## config.mk

```make
export PLATFORM = sky130hd
export DESIGN_NAME = mem_lsu
export DESIGN_NICKNAME = d
export VERILOG_FILES = /design/src/rtl/mem_lsu.sv
export SDC_FILE = /design/constraint.sdc
export NUM_CORES = 1
export LEC_CHECK = 0
export ABC_AREA = 1
export BUFFER_PORTS_ARGS = -buffer_cell sky130_fd_sc_hd__buf_2
export CORE_ASPECT_RATIO = 0.7
export CORE_MARGIN = 2
export CORE_UTILIZATION = 43
export DETAILED_ROUTE_END_ITERATION = 10
export HOLD_SLACK_MARGIN = 0.06
export PLACE_DENSITY = 0.81
export RECOVER_POWER = 50
export SYNTH_ARGS = -nofsm -noshare
export SYNTH_HDL_FRONTEND = slang
export SYNTH_SLANG_ARGS = --single-unit
```

## constraint.sdc

```tcl
create_clock -name i_clk -period 2.25 [get_ports i_clk]
set_clock_uncertainty 0.05 [all_clocks]
set_input_delay 0.225 -clock i_clk [delete_from_list [all_inputs] [get_ports i_clk]]
set_output_delay 0.225 -clock i_clk [all_outputs]
set_load 0.05 [all_outputs]
```

## src/rtl/mem_lsu.sv

```systemverilog
// MEM-stage load/store unit: req/gnt/rvalid handshake to data memory with store lane
// replication, load extension, misalignment detection and a bus timeout.
module mem_lsu #(
    parameter int TIMEOUT_CYCLES = 16
) (
    input  logic        i_clk,
    input  logic        i_rst,
    input  logic        i_valid,
    input  logic        i_is_load,
    input  logic        i_is_store,
    input  logic [2:0]  i_funct3,
    input  logic [31:0] i_exu_dout,
    input  logic [31:0] i_rs2_rd_data,
    output logic        o_dmem_req,
    output logic        o_dmem_we,
    output logic [31:0] o_dmem_addr,
    output logic [31:0] o_dmem_wdata,
    output logic [3:0]  o_dmem_wstrb,
    input  logic        i_dmem_gnt,
    input  logic        i_dmem_rvalid,
    input  logic [31:0] i_dmem_rdata,
    output logic        o_stall,
    output logic [31:0] o_mem_dout,
    output logic        o_misaligned,
    output logic        o_bus_err
);
    localparam int CW = (TIMEOUT_CYCLES > 2) ? $clog2(TIMEOUT_CYCLES) : 1;

    typedef enum logic [1:0] {IDLE, REQ, RESP} state_t;
    state_t state, state_nx;

    logic [CW-1:0] cnt;
    logic [2:0]    f3_q;
    logic [1:0]    off_q;
    logic          mem_op, misaligned, issue, detect, limit;
    logic          done, abort, load_done;
    logic [31:0]   wdata_nx, lane, ext;
    logic [3:0]    wstrb_nx;

    assign mem_op     = i_valid & (i_is_load | i_is_store);
    assign misaligned = ((i_funct3[1:0] == 2'b01) & i_exu_dout[0]) |
                        ((i_funct3[1:0] == 2'b10) & (i_exu_dout[1:0] != 2'b00));
    assign issue      = (state == IDLE) & mem_op & ~misaligned;
    // The pulse cycle still sees the same held instruction; do not re-detect it.
    assign detect     = (state == IDLE) & mem_op & misaligned & ~o_misaligned;
    assign limit      = (cnt == CW'(TIMEOUT_CYCLES - 1));
    assign load_done  = (state == RESP) & i_dmem_rvalid;

    always_comb begin
        wdata_nx = 32'h0;
        wstrb_nx = 4'b0000;
        if (i_is_store) begin
            case (i_funct3[1:0])
                2'b00: begin
                    wdata_nx = {4{i_rs2_rd_data[7:0]}};
                    wstrb_nx = 4'b0001 << i_exu_dout[1:0];
                end
                2'b01: begin
                    wdata_nx = {2{i_rs2_rd_data[15:0]}};
                    wstrb_nx = 4'b0011 << i_exu_dout[1:0];
                end
                default: begin
                    wdata_nx = i_rs2_rd_data;
                    wstrb_nx = 4'b1111;
                end
            endcase
        end
    end

    always_comb begin
        state_nx = state;
        done     = 1'b0;
        abort    = 1'b0;
        o_stall  = 1'b0;
        case (state)
            IDLE: begin
                o_stall = issue | detect;
                if (issue) state_nx = REQ;
            end
            REQ: begin
                if (i_dmem_gnt & o_dmem_we) begin
                    done     = 1'b1;
                    state_nx = IDLE;
                end else if (limit) begin
                    abort    = 1'b1;
                    state_nx = IDLE;
                end else begin
                    o_stall = 1'b1;
                    if (i_dmem_gnt) state_nx = RESP;
                end
            end
            RESP: begin
                if (i_dmem_rvalid) begin
                    done     = 1'b1;
                    state_nx = IDLE;
                end else if (limit) begin
                    abort    = 1'b1;
                    state_nx = IDLE;
                end else begin
                    o_stall = 1'b1;
                end
            end
            default: state_nx = IDLE;
        endcase
    end

    always_ff @(posedge i_clk or posedge i_rst) begin
        if (i_rst) begin
            state        <= IDLE;
            o_dmem_req   <= 1'b0;
            o_dmem_we    <= 1'b0;
            o_dmem_addr  <= 32'h0;
            o_dmem_wdata <= 32'h0;
            o_dmem_wstrb <= 4'b0000;
            f3_q         <= 3'b000;
            off_q        <= 2'b00;
            cnt          <= '0;
            o_misaligned <= 1'b0;
            o_bus_err    <= 1'b0;
        end else begin
            state        <= state_nx;
            o_dmem_req   <= (state_nx == REQ);
            o_misaligned <= detect;
            o_bus_err    <= abort;
            if (issue) begin
                o_dmem_we    <= i_is_store;
                o_dmem_addr  <= {i_exu_dout[31:2], 2'b00};
                o_dmem_wdata <= wdata_nx;
                o_dmem_wstrb <= wstrb_nx;
                f3_q         <= i_funct3;
                off_q        <= i_exu_dout[1:0];
                cnt          <= '0;
            end else if (state != IDLE) begin
                cnt <= cnt + 1'b1;
            end
        end
    end

    assign lane = i_dmem_rdata >> {off_q, 3'b000};

    always_comb begin
        case (f3_q)
            3'b000:  ext = {{24{lane[7]}}, lane[7:0]};
            3'b001:  ext = {{16{lane[15]}}, lane[15:0]};
            3'b100:  ext = {24'h0, lane[7:0]};
            3'b101:  ext = {16'h0, lane[15:0]};
            default: ext = lane;
        endcase
    end

    assign o_mem_dout = load_done ? ext : i_exu_dout;

endmodule
```

== Word-level counts from Yosys, hierarchy flattened ==
Index checks and enable logic that the tools add are counted.

* Multiplexer cells: 23
* Multipliers: 0
* Equality and inequality tests: 9
* Reduce and logical (&&, ||, !) cells: 6
* Div/mod/pow operators: 0
* Add/sub/neg operators: 1
* Bitwise gates (word level): 14
* $lt $le $gt $ge: 0
* Shift operators: 3

{| class="wikitable"
|+ Operators by type and width
! operator !! count
|-
| 32-bit case mux with 4 select lines || 1
|-
| 32-bit two-way mux || 2
|-
| 32-bit case mux with 2 select lines || 1
|-
| 32-bit by 5-bit >> shifter with 32-bit output || 1
|-
| 2-bit two-way mux || 6
|-
| 4-bit two-way mux || 3
|-
| 1-bit AND || 9
|-
| 4-bit case mux with 2 select lines || 1
|-
| 2-bit by 1-bit equality test with 1-bit output (second input constant) || 3
|-
| 3-bit equality test (second input constant) || 2
|-
| 1-bit two-way mux || 6
|-
| 2-bit case mux with 3 select lines || 1
|-
| 2-bit nonzero test || 3
|-
| 4-bit by 1-bit adder with 4-bit output (second input constant) || 1
|-
| 2-bit equality test (second input constant) || 2
|-
| 4-bit equality test (second input constant) || 1
|-
| 2-bit logical NOT || 2
|-
| 1-bit by 2-bit << shifter with 4-bit output (first input constant) || 1
|-
| 2-bit by 2-bit << shifter with 4-bit output (first input constant) || 1
|-
| 3-bit by 1-bit equality test with 1-bit output (second input constant) || 1
|-
| 3-bit logical NOT || 1
|-
| 1-bit OR || 3
|-
| 1-bit case mux with 3 select lines || 1
|-
| 1-bit inverter || 2
|-
| 1-bit case mux with 2 select lines || 1
|}

* Output and inout port bits: 105
* Word-level logic and storage cells: 67
* Latch bits: 0
* Bits of input ports: 106
* Bits in writable memories: 0
* Register bits: 81
* Memories: 0
* Bits in read-only memories: 0

== Longest topological paths before layout ==
* Depth after elaboration: 8
* Gate-level depth with buffers: 10

== Worst setup path before layout ==
OpenSTA, ideal clock, no wires.

* Kind: reg2out
* Start point: register off_q[0]
* End point: output port o_mem_dout[1]
* Cell stages (with the launch flop): 9
* Path buffers: 3
* Arrival: 2195 ps
* Setup slack: -220 ps
* Path through: dfrtp_1 > buf_4 > inv_2 > buf_2 > buf_2 > nand2_1 > nand2_1 > o21ai_0 > o21ai_0

* Cells in the longest elaborated chain, start to end: 3

{| class="wikitable"
|+ RTL lines
! element !! RTL line !! source
|-
| start: declaration || 34 || <nowiki>logic [1:0] off_q;</nowiki>
|-
| start signal: assignment || 131 || <nowiki>off_q <= i_exu_dout[1:0];</nowiki>
|-
| 32-bit by 5-bit >> shifter with 32-bit output || 139 || <nowiki>assign lane = i_dmem_rdata >> {off_q, 3'b000};</nowiki>
|-
| 32-bit case mux with 4 select lines || 142 || <nowiki>case (f3_q)</nowiki>
|-
| 32-bit two-way mux || 151 || <nowiki>assign o_mem_dout = load_done ? ext : i_exu_dout;</nowiki>
|-
| end: declaration || 23 || <nowiki>output logic [31:0] o_mem_dout,</nowiki>
|}

No other way between the ends.

== Worst setup path in the final report ==
* Start point: register off_q[0]
* End point: output port o_mem_dout[31]

Same word-level chain as after synthesis.

==> results.py <==
metrics = {
    "status": {
        "outcome": "finished, final reports clean",
    },
    "placed_design": {
        "io_buffer_count": 208,
        "hpwlAfterDp_um": 10820,
        "placed_area_um2": 5705,
        "dp_cells": 966,
        "place_congestion": 0.9146,
        "dpl_worst_slack_ns": 0.2469,
    },
    "timing": {
        "finalCriticalPeriod_ns": 2.218,
        "worst_slew_margin_rel_pct": 11.53,
        "finalHoldViolations": 0,
        "tightestPinTransition_ns": 1.327,
        "finalCritPeriodShare_pct": 98.59,
        "grt_setup_unrepaired": "true",
        "timing.final.max_slew_violations": 0,
        "setup_viol": 0,
        "timing.fmax_mhz": 450.8,
        "post-route-worst-setup-slack_ns": 0.03163,
    },
    "yosys": {
        "synth_xor_area_share_pct": 0.1918,
        "synth_enable_flop_cells": 0,
        "synth_top_cell_area_share_pct": 44.40,
        "synth-adder-area-share_pct": 1.370,
        "synth-simple-area-share_pct": 27.68,
        "ys_seq_area_share_pct": 44.40,
        "muxShareOfSynthArea_pct": 0,
        "yosysTopAreaCell": "dfrtp_1",
        "synth.avg_cell_area_um2": 7.046,
        "async_reset_ff_share_pct": 100.0,
        "synth.yosys.warnings": 0,
        "yosys_most_used_dff": "dfrtp_1",
        "netlist-cell-type-count": 28,
        "syn_area_um2": 4566,
        "synth_compound_area_share_pct": 16.31,
        "yosysMostFrequentCell": "nand2_1",
        "largest_family_of_logic_cells_by_synthesized_area": "simple AND/OR/NAND/NOR gates",
        "post_synth_most_frequent_cells": "nand2_1, o21ai_0, dfrtp_1",
        "synthCells": 648,
        "postSynthRegisterBits": 81,
        "cell_types_occupying_the_most_area_after_synthesis": "dfrtp_1, nand2_1, o21ai_0",
    },
    "critical_path": {
        "crit_path_start_kind": "register",
        "required_time_of_the_critical_path_ns": 1.98,
        "crit_path_max_fanout": 9,
        "critPathKind": "register to primary output",
        "critPathCaptureType": "primary output",
        "cp.arrival_ns": 1.94,
    },
    "global_routing": {
        "grt_pass1_wl_um": 23260,
        "grtUsageTotal_pct": 25.45,
        "grt_pass1_vias": 4714,
        "number_of_antenna_violations_at_the_first_check_in_global_routing": 1,
        "overflow": 0,
        "largest_net_degree_at_the_start_of_global_routing": 61,
    },
    "clock_tree": {
        "cts.clk_slew.worst_paths_ns": 0.06,
        "clock_insertion_delay_at_the_later_pin_of_the_skew_report_ns": 0.34,
        "tritoncts": "yes",
        "max-clock-path-buffers": 2,
        "cts-buffers-inserted": 9,
        "h-tree-depth": 3,
        "root_buffer": "clkbuf_16",
        "cts.sink_count": 81,
    },
    "power_and_ir_drop": {
        "clock_power_share_pct": 15.6,
        "power.density_nw_per_um2": 1656,
        "switching_share_pct": 55.44,
        "peakVddDrop_mv": 1.189,
        "comb_power_share_pct": 59.1,
        "p_int_mw": 4.650,
        "pwr-share-seq_pct": 25.3,
        "totalPowerFinal_mw": 10.44,
        "cellLeakagePower_nw": 3.422,
        "power.switching_mw": 5.786,
    },
    "final_layout": {
        "layout-area-overhead-vs-synth_pct": 38.01,
        "post-route-cell-area_um2": 6301,
        "finish.utilization_pct": 60.84,
        "layout.cells.non_filler": 999,
        "fin_nets": 975,
        "final_layout_size_suffix_gt1_share_pct": 24.71,
    },
    "routing": {
        "drt.antenna.violating_nets": 0,
        "post_drt_via_cell_ratio": 5.198,
        "dr.first_iter.drc_count": 447,
        "drt_pre_antenna_iters": 6,
        "wl_um": 15350,
        "num_vias": 5193,
        "wl_per_cell_um": 15.37,
        "drc_errors": 0,
    },
    "die": {
        "design.die.area_um2": 11470,
        "io_pins": 211,
        "floorplan.initialDensity_pct": 44.09,
        "placement_rows": 31,
        "core-area_um2": 10360,
        "die_width_um": 127.2,
        "chipHeight_um": 90.21,
    },
    "min_path": {
        "hold_path.class": "primary input to register",
    },
    "flow_run": {
        "max-cap-violations": 0,
    },
}
sequential cells by signal, indices dropped and copies added (netlist names):
register and flops:
o_dmem_wstrb 4, o_misaligned 1, o_bus_err 1, state 2, cnt 4, o_dmem_wdata 32, o_dmem_req 1, off_q 2
f3_q 3, o_dmem_addr 30, o_dmem_we 1
area by class of cell:
type	instances	area [um2]
Antenna cell	1	2.502
Clock buffer	9	225.2
Clock inverter	4	95.09
Fill cell	978	4055
Inverter	71	272.8
Multi-Input combinational cell	463	2135
Sequential cell	81	2029
Tap cell	132	165.2
Timing Repair Buffer	238	1376
cells by family (layout without fill, tap and decap cells):
family	count (synthesis)	in the layout
adder cells (fa/ha/maj)	5	5
AND/OR/NAND/NOR	312	313
AO/OA/AOI/OAI	142	142
XOR/XNOR	1	1
flip-flops	81	81
other	1	3
buffers and inverters	106	322
power groups by stage:
stage	combinational, mW	clock, mW	sequential (mW)
2_1_floorplan	2.44	0	4.71
3_3_place_gp	5.90	0	2.60
3_5_place_dp	5.98	0	2.60
4_1_cts	6.03	1.65	2.60
5_1_grt	6.58	1.72	2.73
6_report	6.17	1.63	2.64
per-stage QoR:
stage                     hold slack, ns  TNS, ns
after CTS                        0.06420        0
after global placement            0.2914        0
after floorplan                   0.2846        0
final                            0.06124        0
after global routing             0.07385  -0.4973
after detailed placement          0.2897        0
what timing repair did:
action                                 4_1_cts  5_1_grt
setup endpoints to repair                   20       33
endpoints found under the hold margin       95        0
setup buffers                                0        1
pin swaps                                    0        5
gates resized for setup                      5       49
cloned                                       0        3
hold buffers                                15        0
layer usage:
layer	GRT usage [%]	part of all wire (%)	vias to the layer above
li1	-	-	2501
met1	35.55	44	2380
met2	39.70	44	292
met3	7.202	10	20
met4	5.220	1.1	0
met5	0	0	-
cell usage in the layout, fill, tap and decap left out, types with 3 or more instances in the layout:
cell,n
a21oi_1,14
buf_2,138
buf_4,11
buf_6,5
bufinv_16,3
clkbuf_1,47
clkbuf_16,11
clkbuf_4,18
dfrtp_1,79
dlygate4sd3_1,15
ha_1,3
inv_1,63
inv_2,6
nand2_1,254
nand2_2,3
nand3_1,32
nor2_1,12
o21ai_0,76
o21ai_1,42
o221ai_1,8
worst max-delay path: stages, from the launching register on:
cell	delay, ns
dfrtp_2	0.44
inv_2	0.12
nand2_1	0.09
nand3_1	0.15
nand3_4	0.18
nand2_2	0.20
o21ai_0	0.11
inv_1	0.08
clkbuf_4	0.23
final timing paths:
kind | startpoint | endpoint | slack [ns] | depth (start not counted)
setup / recovery | off_q[0] | o_mem_dout[31] | 0.03 | 8
min in group asynchronous | i_rst | o_dmem_addr[19] | 0.84 | 4
hold reg to reg | o_dmem_addr[3] | o_dmem_addr[3] | 0.43 | 2
setup reg to reg | state[1] | o_dmem_wdata[3] | 0.32 | 8
max in group asynchronous | i_rst | off_q[1] | 0.38 | 4
hold / removal | i_exu_dout[14] | o_dmem_addr[14] | 0.06 | 3
Power figures use the tool's default switching activity.
